`src/rtl/morse_sequence_player.sv`:
```
// Keys a 10-bit encoded letter (five 2-bit slots, slot0 first) out as timed
// Morse marks and gaps on a single registered line.
module morse_sequence_player #(
  parameter int unsigned UNIT_CYCLES = 4,
  parameter int unsigned CNT_W       = 8
) (
  input  logic       Clk,
  input  logic       Reset,
  input  logic [9:0] EncSeq,
  input  logic       Space_EndSeqbar,
  input  logic       SentFlag,
  output logic       Key,
  output logic       Busy,
  output logic       Ready,
  output logic       Done,
  output logic [2:0] SymCount
);

  localparam logic [CNT_W-1:0] DOT_LEN  = CNT_W'(UNIT_CYCLES - 1);
  localparam logic [CNT_W-1:0] DASH_LEN = CNT_W'(3 * UNIT_CYCLES - 1);
  localparam logic [CNT_W-1:0] GAP_LEN  = CNT_W'(UNIT_CYCLES - 1);
  localparam logic [CNT_W-1:0] TAIL_LEN = CNT_W'(3 * UNIT_CYCLES - 1);
  localparam logic [CNT_W-1:0] WORD_LEN = CNT_W'(4 * UNIT_CYCLES - 1);

  typedef enum logic [2:0] {
    S_IDLE,
    S_MARK,
    S_GAP,
    S_TAIL,
    S_DONE
  } state_t;

  state_t           state;
  logic [CNT_W-1:0] cnt;
  logic [9:0]       shreg;
  logic             word_space;

  logic             load_sym;
  logic [CNT_W-1:0] load_len;
  logic             next_sym;
  logic [CNT_W-1:0] cur_len;

  // The DECODE step has no state of its own: these lookups let the load edge
  // and the gap-end edge jump straight into the next mark.
  always_comb begin
    load_sym = ~EncSeq[9];
    load_len = EncSeq[8] ? DASH_LEN : DOT_LEN;
    next_sym = ~shreg[7] && (SymCount < 3'd4);
    cur_len  = shreg[8] ? DASH_LEN : DOT_LEN;
  end

  assign Ready = ~Busy;

  always_ff @(posedge Clk) begin
    if (!Reset) begin
      state      <= S_IDLE;
      cnt        <= '0;
      shreg      <= '0;
      word_space <= 1'b0;
      Key        <= 1'b0;
      Busy       <= 1'b0;
      Done       <= 1'b0;
      SymCount   <= '0;
    end else begin
      Done <= 1'b0;
      case (state)
        S_IDLE: begin
          if (SentFlag) begin
            shreg      <= EncSeq;
            word_space <= Space_EndSeqbar;
            SymCount   <= '0;
            Busy       <= 1'b1;
            if (load_sym) begin
              state <= S_MARK;
              Key   <= 1'b1;
              cnt   <= load_len;
            end else if (Space_EndSeqbar) begin
              state <= S_TAIL;
              Key   <= 1'b0;
              cnt   <= WORD_LEN;
            end else begin
              state <= S_DONE;
              Key   <= 1'b0;
              Done  <= 1'b1;
            end
          end
        end
        S_MARK: begin
          if (cnt == '0) begin
            SymCount <= (SymCount == 3'd5) ? 3'd5 : SymCount + 3'd1;
            shreg    <= {shreg[7:0], 2'b10};
            Key      <= 1'b0;
            if (next_sym) begin
              state <= S_GAP;
              cnt   <= GAP_LEN;
            end else if (word_space) begin
              state <= S_TAIL;
              cnt   <= TAIL_LEN;
            end else begin
              state <= S_DONE;
              Done  <= 1'b1;
            end
          end else begin
            cnt <= cnt - 1'b1;
          end
        end
        S_GAP: begin
          if (cnt == '0) begin
            state <= S_MARK;
            Key   <= 1'b1;
            cnt   <= cur_len;
          end else begin
            cnt <= cnt - 1'b1;
          end
        end
        S_TAIL: begin
          if (cnt == '0) begin
            state <= S_IDLE;
            Busy  <= 1'b0;
          end else begin
            cnt <= cnt - 1'b1;
          end
        end
        S_DONE: begin
          state <= S_IDLE;
          Busy  <= 1'b0;
        end
        default: begin
          state <= S_IDLE;
          Key   <= 1'b0;
          Busy  <= 1'b0;
        end
      endcase
    end
  end

endmodule

```
`config.mk`:
```
export PLATFORM = sky130hd
export DESIGN_NAME = morse_sequence_player
export DESIGN_NICKNAME = d
export VERILOG_FILES = /design/src/rtl/morse_sequence_player.sv
export SDC_FILE = /design/constraint.sdc
export NUM_CORES = 1
export LEC_CHECK = 0
export CAP_MARGIN = 25
export CORE_UTILIZATION = 49
export DETAILED_ROUTE_END_ITERATION = 6
export GPL_TIMING_DRIVEN = 0
export PLACE_DENSITY_LB_ADDON = 0.1
export SYNTH_ARGS = -nofsm -noshare
export SYNTH_HDL_FRONTEND = slang
export SYNTH_SLANG_ARGS = --single-unit
```
`constraint.sdc`:
```
create_clock -name Clk -period 1.65 [get_ports Clk]
set_input_delay 0.2475 -clock Clk [delete_from_list [all_inputs] [get_ports Clk]]
set_output_delay 0.2475 -clock Clk [all_outputs]
set_load 0.02 [all_outputs]
```
# Yosys cells after proc, flatten, opt, wreduce, memory -nomap -nowiden

Index checks and enable logic that the tools add are counted.

Flip-flop bits (word level): 27
Output and inout port bits: 7

$add $sub $neg: 2
Magnitude comparators: 1
Eq/ne operators: 12
Muxes and demuxes: 41
Bitwise gates (word level): 4
Reductions and logical operators: 13

Operators by type and width:

| cell                                                                  | count |
|---|---|
| 8-bit 2-to-1 mux                                                      | 8 |
| 3-bit 2-to-1 mux                                                      | 11 |
| 8-bit one-hot mux with 4 select lines                                 | 1 |
| 9-bit 2-to-1 mux                                                      | 2 |
| 9-bit one-hot mux with 2 select lines                                 | 1 |
| 3-bit one-hot mux with 4 select lines                                 | 1 |
| 1-bit 2-to-1 mux                                                      | 11 |
| 2-bit inequality test, second input constant                          | 5 |
| 8-bit zero test                                                       | 1 |
| 4-bit 2-to-1 mux                                                      | 2 |
| 4-bit AND reduction                                                   | 2 |
| 8-bit by 1-bit subtractor with 8-bit output, second input constant    | 1 |
| 3-bit by 2-bit equality test with 1-bit output, second input constant | 2 |
| 3-bit equality test, second input constant                            | 2 |
| 3-bit one-hot mux with 2 select lines                                 | 1 |
| 3-bit AND reduction                                                   | 2 |
| 5-bit AND reduction                                                   | 1 |
| 4-bit inequality test, second input constant                          | 1 |
| 1-bit NOT                                                             | 4 |
| 1-bit one-hot mux with 4 select lines                                 | 1 |
| 4-bit nonzero test                                                    | 1 |
| 2-bit OR reduction                                                    | 2 |
| 3-bit by 1-bit adder with 3-bit output, second input constant         | 1 |
| 3-bit by 1-bit equality test with 1-bit output, second input constant | 1 |
| 8 further kinds                                                       | 8 |

# Logic depth before layout (Yosys ltp)

Gate-level depths: netlist (run 1).

Depth after elaboration: 5
Gate-level depth with buffers: 8
Depth with buffers taken out: 7

# Worst setup path after synthesis (run 1)

No wires, ideal clock.

Path type: reg2reg
From: reg cnt[0]
To: reg cnt[3]
Library setup time: 0.122 ns
Arrival: 1.575 ns
Slack: -0.047 ns
Cell stages (with the launch flop): 8
Path buffers: 0
Cells stage by stage: dfxtp_1 > inv_1 > ha_1 > or4b_4 > nor3_2 > nor4_1 > nor4_2 > o21ai_1

Longest elaborated chain between the ends: 3

Ends and longest elaborated chain:

| item                                                                           | RTL line | text |
|---|---|---|
| start, declared                                                                | 34       | `logic [CNT_W-1:0] cnt;` |
| start signal, assigned                                                         | 76       | `cnt <= load_len;` |
| start signal, assigned                                                         | 104      | `cnt <= cnt - 1'b1;` |
| start signal, assigned                                                         | 111      | `cnt <= cur_len;` |
| 8-bit by 1-bit subtractor with 8-bit output or 8-bit zero test (tied branches) | n/a      |  |
| 8-bit 2-to-1 mux (tied with other cells)                                       | 117      | `if (cnt == '0) begin` |
| 8-bit one-hot mux with 4 select lines or 5-bit AND reduction (tied branches)   | n/a      |  |

Several ways; a longest one is shown, not always the timed one. The select of a mux whose other input is x is not followed.
A chain may end at the register's enable or synchronous reset.

# Worst setup path after layout (run 1)

From: reg cnt[5]
To: reg cnt[3]

Longest elaborated chain between the ends: 3

Ends and longest elaborated chain:

| item                                                                                          | RTL line |
|---|---|
| 8-bit zero test (*)                                                                           | 89, 108, 117 |
| 4-bit inequality test (no source line) (tied with other cells)                                | n/a |
| 5-bit AND reduction (no source line) or 8-bit one-hot mux with 4 select lines (tied branches) | n/a |

Mark *: on every way between the ends. The rest lies on a longest branch, timed or not.

==> qor.yml, run 1 <==
status: "finished, violations left"
violations: "DRC, setup timing"
p_switching_mw: 1.86
synth-edff-count: 0
fin_skew_ps: 14.6
critPathTopFamily: "simple AND/OR/NAND/NOR gates"
synth_area_mm2: 0.00154
drt-pass1-iter-count: 6
path_class: "register to register"
diodes: 0
yosysMostFrequentCell: "dfxtp_1"
drc_errors: 1
clockBufferDepth: 2
core.rowCount: 19
drive_gt1_share_pct: 36.8
gp_congestion: 0.807
placed_area_mm2: 0.00177
fin_crit_sh_pct: 104
synth_area_leaders: "dfxtp_1 (35%), mux2i_1 (6.5%), nor2_1 (4.9%)"
dp.cells: 223
vias_per_cell: 6.15
synth_common_cells: "dfxtp_1 (27), nor2_1 (20), a21oi_1 (12)"
hold_class: "primary input to register"
synthToLayoutAreaGrowth_pct: 38.8
r2r-start: "cnt[5]$_SDFFE_PN0P_"
drv_slew: 0
power_frac_seq_pct: 26.1
routed_wl_um: 4160
cts_sinks: 27
antenna_left: 0
cts_max_level: 1
wl_per_cell_um: 17.3
swShare_pct: 44.9
die_h_um: 58.0
fin_crit_ps: 1710
grt_antenna_before_repair: 0
worst_slack_ps: -61.0
async_flop_share_pct: 0
synth_cell_type_count: 51
intPower_mw: 2.28
die_w_um: 58.0
ys_seq_area_share_pct: 35.2
final_nets: 226
worst-path-buf-inv: 0
worstPathRequired_ps: 1900
vias: 1477
synthFlopType: "dfxtp_1"
ys_ff_latch: 27
worstSkewPairLatency_ps: 350
pwr-share-clk_pct: 7.6
vdd_drop_max_mv: 1.32
clk_pin_slew_ps: 160
start_util_pct: 53.8
critical-path-max-stage-delay_ps: 630
worst_slew_pin_slew_ps: 607
grt_use_total_pct: 23.4
slew_headroom_pct: 59.6
max_freq_mhz: 584
syn_area_per_cell_um2: 8.87
worstSetupStartpointType: "register"
place.port_buffers: 19
synth_fp_nets: 189
first_iter_violations: 80
netlist.area_leader.share_pct: 35.2
place_hpwl_um: 2550
hold_path.startpoint: "Reset"
p_per_area_mw_per_mm2: 1940
cts.hold.buffers_added: 0
path_max_fanout: 6
die_area_mm2: 0.00336
crit_path_end_kind: "register"
synth.largest_area_cell: "dfxtp_1"
drv_cap: 0
cts_made_buffers: 3
rsz0062_at_grt: "yes"
ioPinCount: 21
coreArea_mm2: 0.00285
cts_tree: "done"
fin_cells: 240
crit_start: "cnt[5]$_SDFFE_PN0P_"
grt_pass1_vias: 1305
timing_hold_violations_final: 0
worstPathArrival_ps: 1960
worstPathCellList: "or4b_4, nor3_4, nor4_2, nor4_2, o21ai_1"
crit_slowest_cell: "or4b_4"
p_leak_nw: 0.797
synthCells: 173
overflow: 0
cts-root-buf: "clkbuf_4"
yosysWarnings: 0
combPwrFrac_pct: 66.4
grt_start_max_net_pins: 17
dp_slack_ps: -430
grt_pass1_wl_um: 6060
cpMostUsedCell: "nor4_2"
final_cell_area_mm2: 0.00213
setup_viol: 11
-- logic make-up after synthesis --
kind of cell | share of synthesized area (%)
DFF | 35.2
buffers and inverters | 5.87
muxes | 7.99
AOI/OAI and AO/OA | 23.6
and+or+nand+nor | 25.1
xor gates and xnor gates | 0.571
adders and majority gates | 1.63
-- layer usage --
| metal | track usage [%] | vias to the layer above | routed length [µm] |
|---|---|---|---|
| met5 | 0 | - | 0 |
| met4 | 11.6 | 0 | 74 |
| met3 | 2.90 | 7 | 178 |
| met2 | 37.9 | 51 | 2080 |
| met1 | 30.8 | 707 | 1820 |
| li1 | - | 712 | - |
-- registers in the layout, summed over array words and instances, names as in the netlist --
| signal | cells |
|---|---|
| state | 3 |
| cnt | 8 |
| Key | 1 |
| Done | 1 |
| SymCount | 3 |
| shreg | 9 |
| Busy | 1 |
| word_space | 1 |
-- power by group through the flow --
stage	clock network [mW]	registers, mW	logic (mW)
2_1_floorplan	0	1.03	1.45
3_3_place_gp	0	1.03	1.84
3_5_place_dp	0	1.04	1.89
4_1_cts	0.320	1.05	2.14
5_1_grt	0.335	1.10	2.93
6_report	0.313	1.08	2.74
-- worst paths after layout --
check	depth (start not counted)	slack, ps	endpoint
hold reg to reg	2	490	Key$_SDFFE_PN0P_
hold / removal	2	330	cnt[6]$_SDFFE_PN0P_
setup reg to reg	5	-60	cnt[3]$_SDFFE_PN0P_
setup / recovery	5	-60	cnt[3]$_SDFFE_PN0P_
-- per-stage QoR --
stage               utilization [%]  hold WS [ps]  power (mW)  TNS, ps
global placement               61.9           447        2.87    -5590
detailed placement             61.9           472        2.93    -6050
floorplan                         -           382        2.49        0
CTS                            66.6           282        3.50     -206
global route                   74.7           334        4.37    -1460
finish                         74.7           332        4.13     -260
-- what timing repair did --
action | in CTS | in global routing
setup buffers | 4 | 10
gates resized for setup | 22 | 33
setup endpoints to repair | 27 | 25
pin swaps | 7 | 13
-- layout by cell type, fill, tap and decap left out, drive strengths merged, types with 6 or more instances in the layout --
master	instances
nand3	6
buf	21
dfxtp	27
a211oi	10
nor3	7
a21oi	13
o21ai	7
mux2i	10
clkdlybuf4s50	16
nand2	6
clkbuf	6
nor2	21
inv	7
-- worst reg2reg max path, delay by kind of cell (launching register included) --
| kind | cells | cell delay [ps] |
|---|---|---|
| AO/OA/AOI/OAI | 1 | 80 |
| flip-flops | 1 | 440 |
| AND/OR/NAND/NOR | 4 | 1100 |
-- cell type report --
class	instances	area, µm²
Buffer	10	80.1
Timing Repair Buffer	33	303
Multi-Input combinational cell	127	1100
Inverter	8	30.0
Tap cell	31	38.8
Clock buffer	3	22.5
Clock inverter	1	7.51
Fill cell	206	722
Sequential cell	27	551
No activity file was read; power rests on OpenSTA's default activity.
==> run 2, diff against run 1 <==
--- a/config.mk
+++ b/config.mk
@@ -6,8 +6,9 @@
 export NUM_CORES = 1
 export LEC_CHECK = 0
 export CAP_MARGIN = 25
-export CORE_UTILIZATION = 49
+export CORE_UTILIZATION = 50
 export DETAILED_ROUTE_END_ITERATION = 6
+export DONT_BUFFER_PORTS = 1
 export GPL_TIMING_DRIVEN = 0
 export PLACE_DENSITY_LB_ADDON = 0.1
 export SYNTH_ARGS = -nofsm -noshare
==> constraint.sdc (replaced) <==
create_clock -name Clk -period 1.65 [get_ports Clk]
set_input_delay 0.2475 -clock Clk [delete_from_list [all_inputs] [get_ports Clk]]
set_output_delay 0.2475 -clock Clk [all_outputs]
set_load 0.1 [all_outputs]
==> qor.yml, run 2 (synthesis results as in run 1) <==
status: "finished, violations left"
violations: "setup timing"
antenna_left: 0  # unchanged
top_regs: "shreg (9), cnt (8)"
fin_skew_ps: 9.95  # -4.69 ps
crit_start: "cnt[1]$_SDFFE_PN0P_"
vias_per_cell: 6.36  # +3.3%
placed_area_mm2: 0.00158  # -10%
cts_sinks: 27  # unchanged
crit_path_end: "state[1]$_SDFFE_PN0P_"
final_cell_area_mm2: 0.00195  # -8.6%
total_power_mw: 4.23  # +2.4%
reg2reg_depth: 7  # +2
multi_input_comb_area_mm2: 0.00103  # -6.6%
cts-root-buf: "clkbuf_4"
worst_slack_ps: -53.7  # +7.33 ps
worst_slew_pin_slew_ps: 973  # +366 ps
die_h_um: 57.4  # -0.97%
drv_slew: 0  # unchanged
largest_register_ff_count: 9  # unchanged
rr_endpoint: "state[1]$_SDFFE_PN0P_"
worstPathCellList: "inv_2, ha_4, or4b_4, nor3_2, a211oi_2, nor4_2, a31o_1"
final_nets: 211  # -6.6%
largest_register: "shreg"
grt_use_total_pct: 23.7  # +0.30 points
rrSetupSlack_ps: -50  # about the same
layout_common_cells: "dfxtp_1 (17), buf_4 (17), nor2_1 (14), mux2i_1 (10), a21oi_1 (10)"
worstPathArrival_ps: 2010  # +50 ps
grt_antenna_before_repair: 0  # unchanged
clockBufferDepth: 2  # unchanged
place_hpwl_um: 2510  # -1.5%
vdd_drop_max_mv: 1.17  # -12%
diodes: 0  # unchanged
coreArea_mm2: 0.00283  # -0.83%
drv_cap: 0  # unchanged
drt-pass1-iter-count: 4  # -2
fin_crit_sh_pct: 103  # -0.44 points
die_area_mm2: 0.00330  # -1.9%
finalCoreUtilization_pct: 68.9  # -5.8 points
rsz0062_at_grt: "yes"
overflow: 0  # unchanged
wl_per_cell_um: 18.3  # +5.8%
core.rowCount: 19  # unchanged
grt_pass1_wl_um: 6110  # +0.91%
start_util_pct: 54.3  # +0.45 points
worstSetupStartpointType: "register"
fin_crit_ps: 1700  # -7.33 ps
r2r-start: "cnt[1]$_SDFFE_PN0P_"
slew_headroom_pct: 35.1  # -25 points
n_fill_cell: 238  # +16%
path_class: "register to register"
ioPinCount: 21  # unchanged
hold_class: "primary input to register"
drive_gt1_share_pct: 41.8  # +4.9 points
p_leak_nw: 0.719  # -9.8%
grt_pass1_vias: 1329  # +1.8%
setup_viol: 11  # unchanged
cts_max_level: 1  # unchanged
crit_slowest_cell: "or4b_4"
drc_errors: 0  # -1
die_w_um: 57.4  # -0.97%
vias: 1431  # -3.1%
worstSkewPairLatency_ps: 350  # about the same
critical-path-max-stage-delay_ps: 510  # -120 ps
timing_hold_violations_final: 0  # unchanged
worstPathRequired_ps: 1950  # +50 ps
routed_wl_um: 4120  # -0.84%
cts_tree: "done"
gp_congestion: 0.808  # about the same
synthToLayoutAreaGrowth_pct: 26.9
place.port_buffers: 0  # -19
clk_pin_slew_ps: 160  # about the same
cts_made_buffers: 3  # unchanged
p_per_area_mw_per_mm2: 2170  # +12%
grt_start_max_net_pins: 16  # -1
first_iter_violations: 63  # -21%
max_freq_mhz: 587  # +0.43%
path_max_fanout: 3  # -3
seq_area_um2: 563  # +2.3%
crit_path_end_kind: "register"
tns_ps: -267  # -6.86 ps
run 2: per-stage QoR:
stage	hold WS, ps	worst slack (ps)	instances
global placement	388	-160	204
finish	29.9	-53.7	225
CTS	14.2	-50.7	214
floorplan	382	-69.4	173
global route	54.5	-110	225
detailed placement	390	-179	204
run 2: power breakdown:
part	switching, mW	total (mW)	internal [mW]
Clock	0.222	0.314	0.0916
Sequential	0.389	1.26	0.871
Combinational	1.32	2.66	1.33
Total	1.94	4.23	2.30
run 2: what timing repair did:
item / 4_1_cts / 5_1_grt
endpoints found under the setup margin: 27 / 26
gates resized for setup: 18 / 31
hold buffers: 0 / 0
setup buffers: 6 / 11
pin swaps: 8 / 16
cloned: 0 / 1
run 2: layout make-up:
type                       instances  area share, %
tap                               31           1.99
multi-input combinational        127           52.7
clock inverter                     1          0.257
timing repair buffer              18           9.06
clock buffer                       3           1.16
sequential                        27           28.9
buffer                            10           4.24
inverter                           8           1.73
run 2: worst min path at each step:
stage	endpoint	cells past startpoint	slack [ps]	startpoint
global route	word_space$_SDFFE_PN0P_	2	50	Space_EndSeqbar
detailed placement	shreg[1]$_SDFFE_PN0P_	2	390	EncSeq[1]
finish	Busy$_SDFFE_PN0P_	2	30	SentFlag
global placement	shreg[1]$_SDFFE_PN0P_	2	390	EncSeq[1]
floorplan	shreg[1]$_SDFFE_PN0P_	2	380	EncSeq[1]
CTS	shreg[1]$_SDFFE_PN0P_	2	10	EncSeq[1]
run 2: routing by layer:
| layer | track usage, % | up-vias | routed length [µm] |
|---|---|---|---|
| met5 | 0 | - | 0 |
| met4 | 8.71 | 0 | 46 |
| met3 | 3.17 | 5 | 217 |
| met2 | 40.7 | 43 | 2120 |
| met1 | 30.3 | 706 | 1740 |
| li1 | - | 677 | - |
run 2: critical path: cells and delay by family (launching register included):
kind            cells  cell delay [ps]
compound gates      2              250
fa+ha+maj           1              140
buf+inv             1               70
flops               1              350
simple gates        3              860
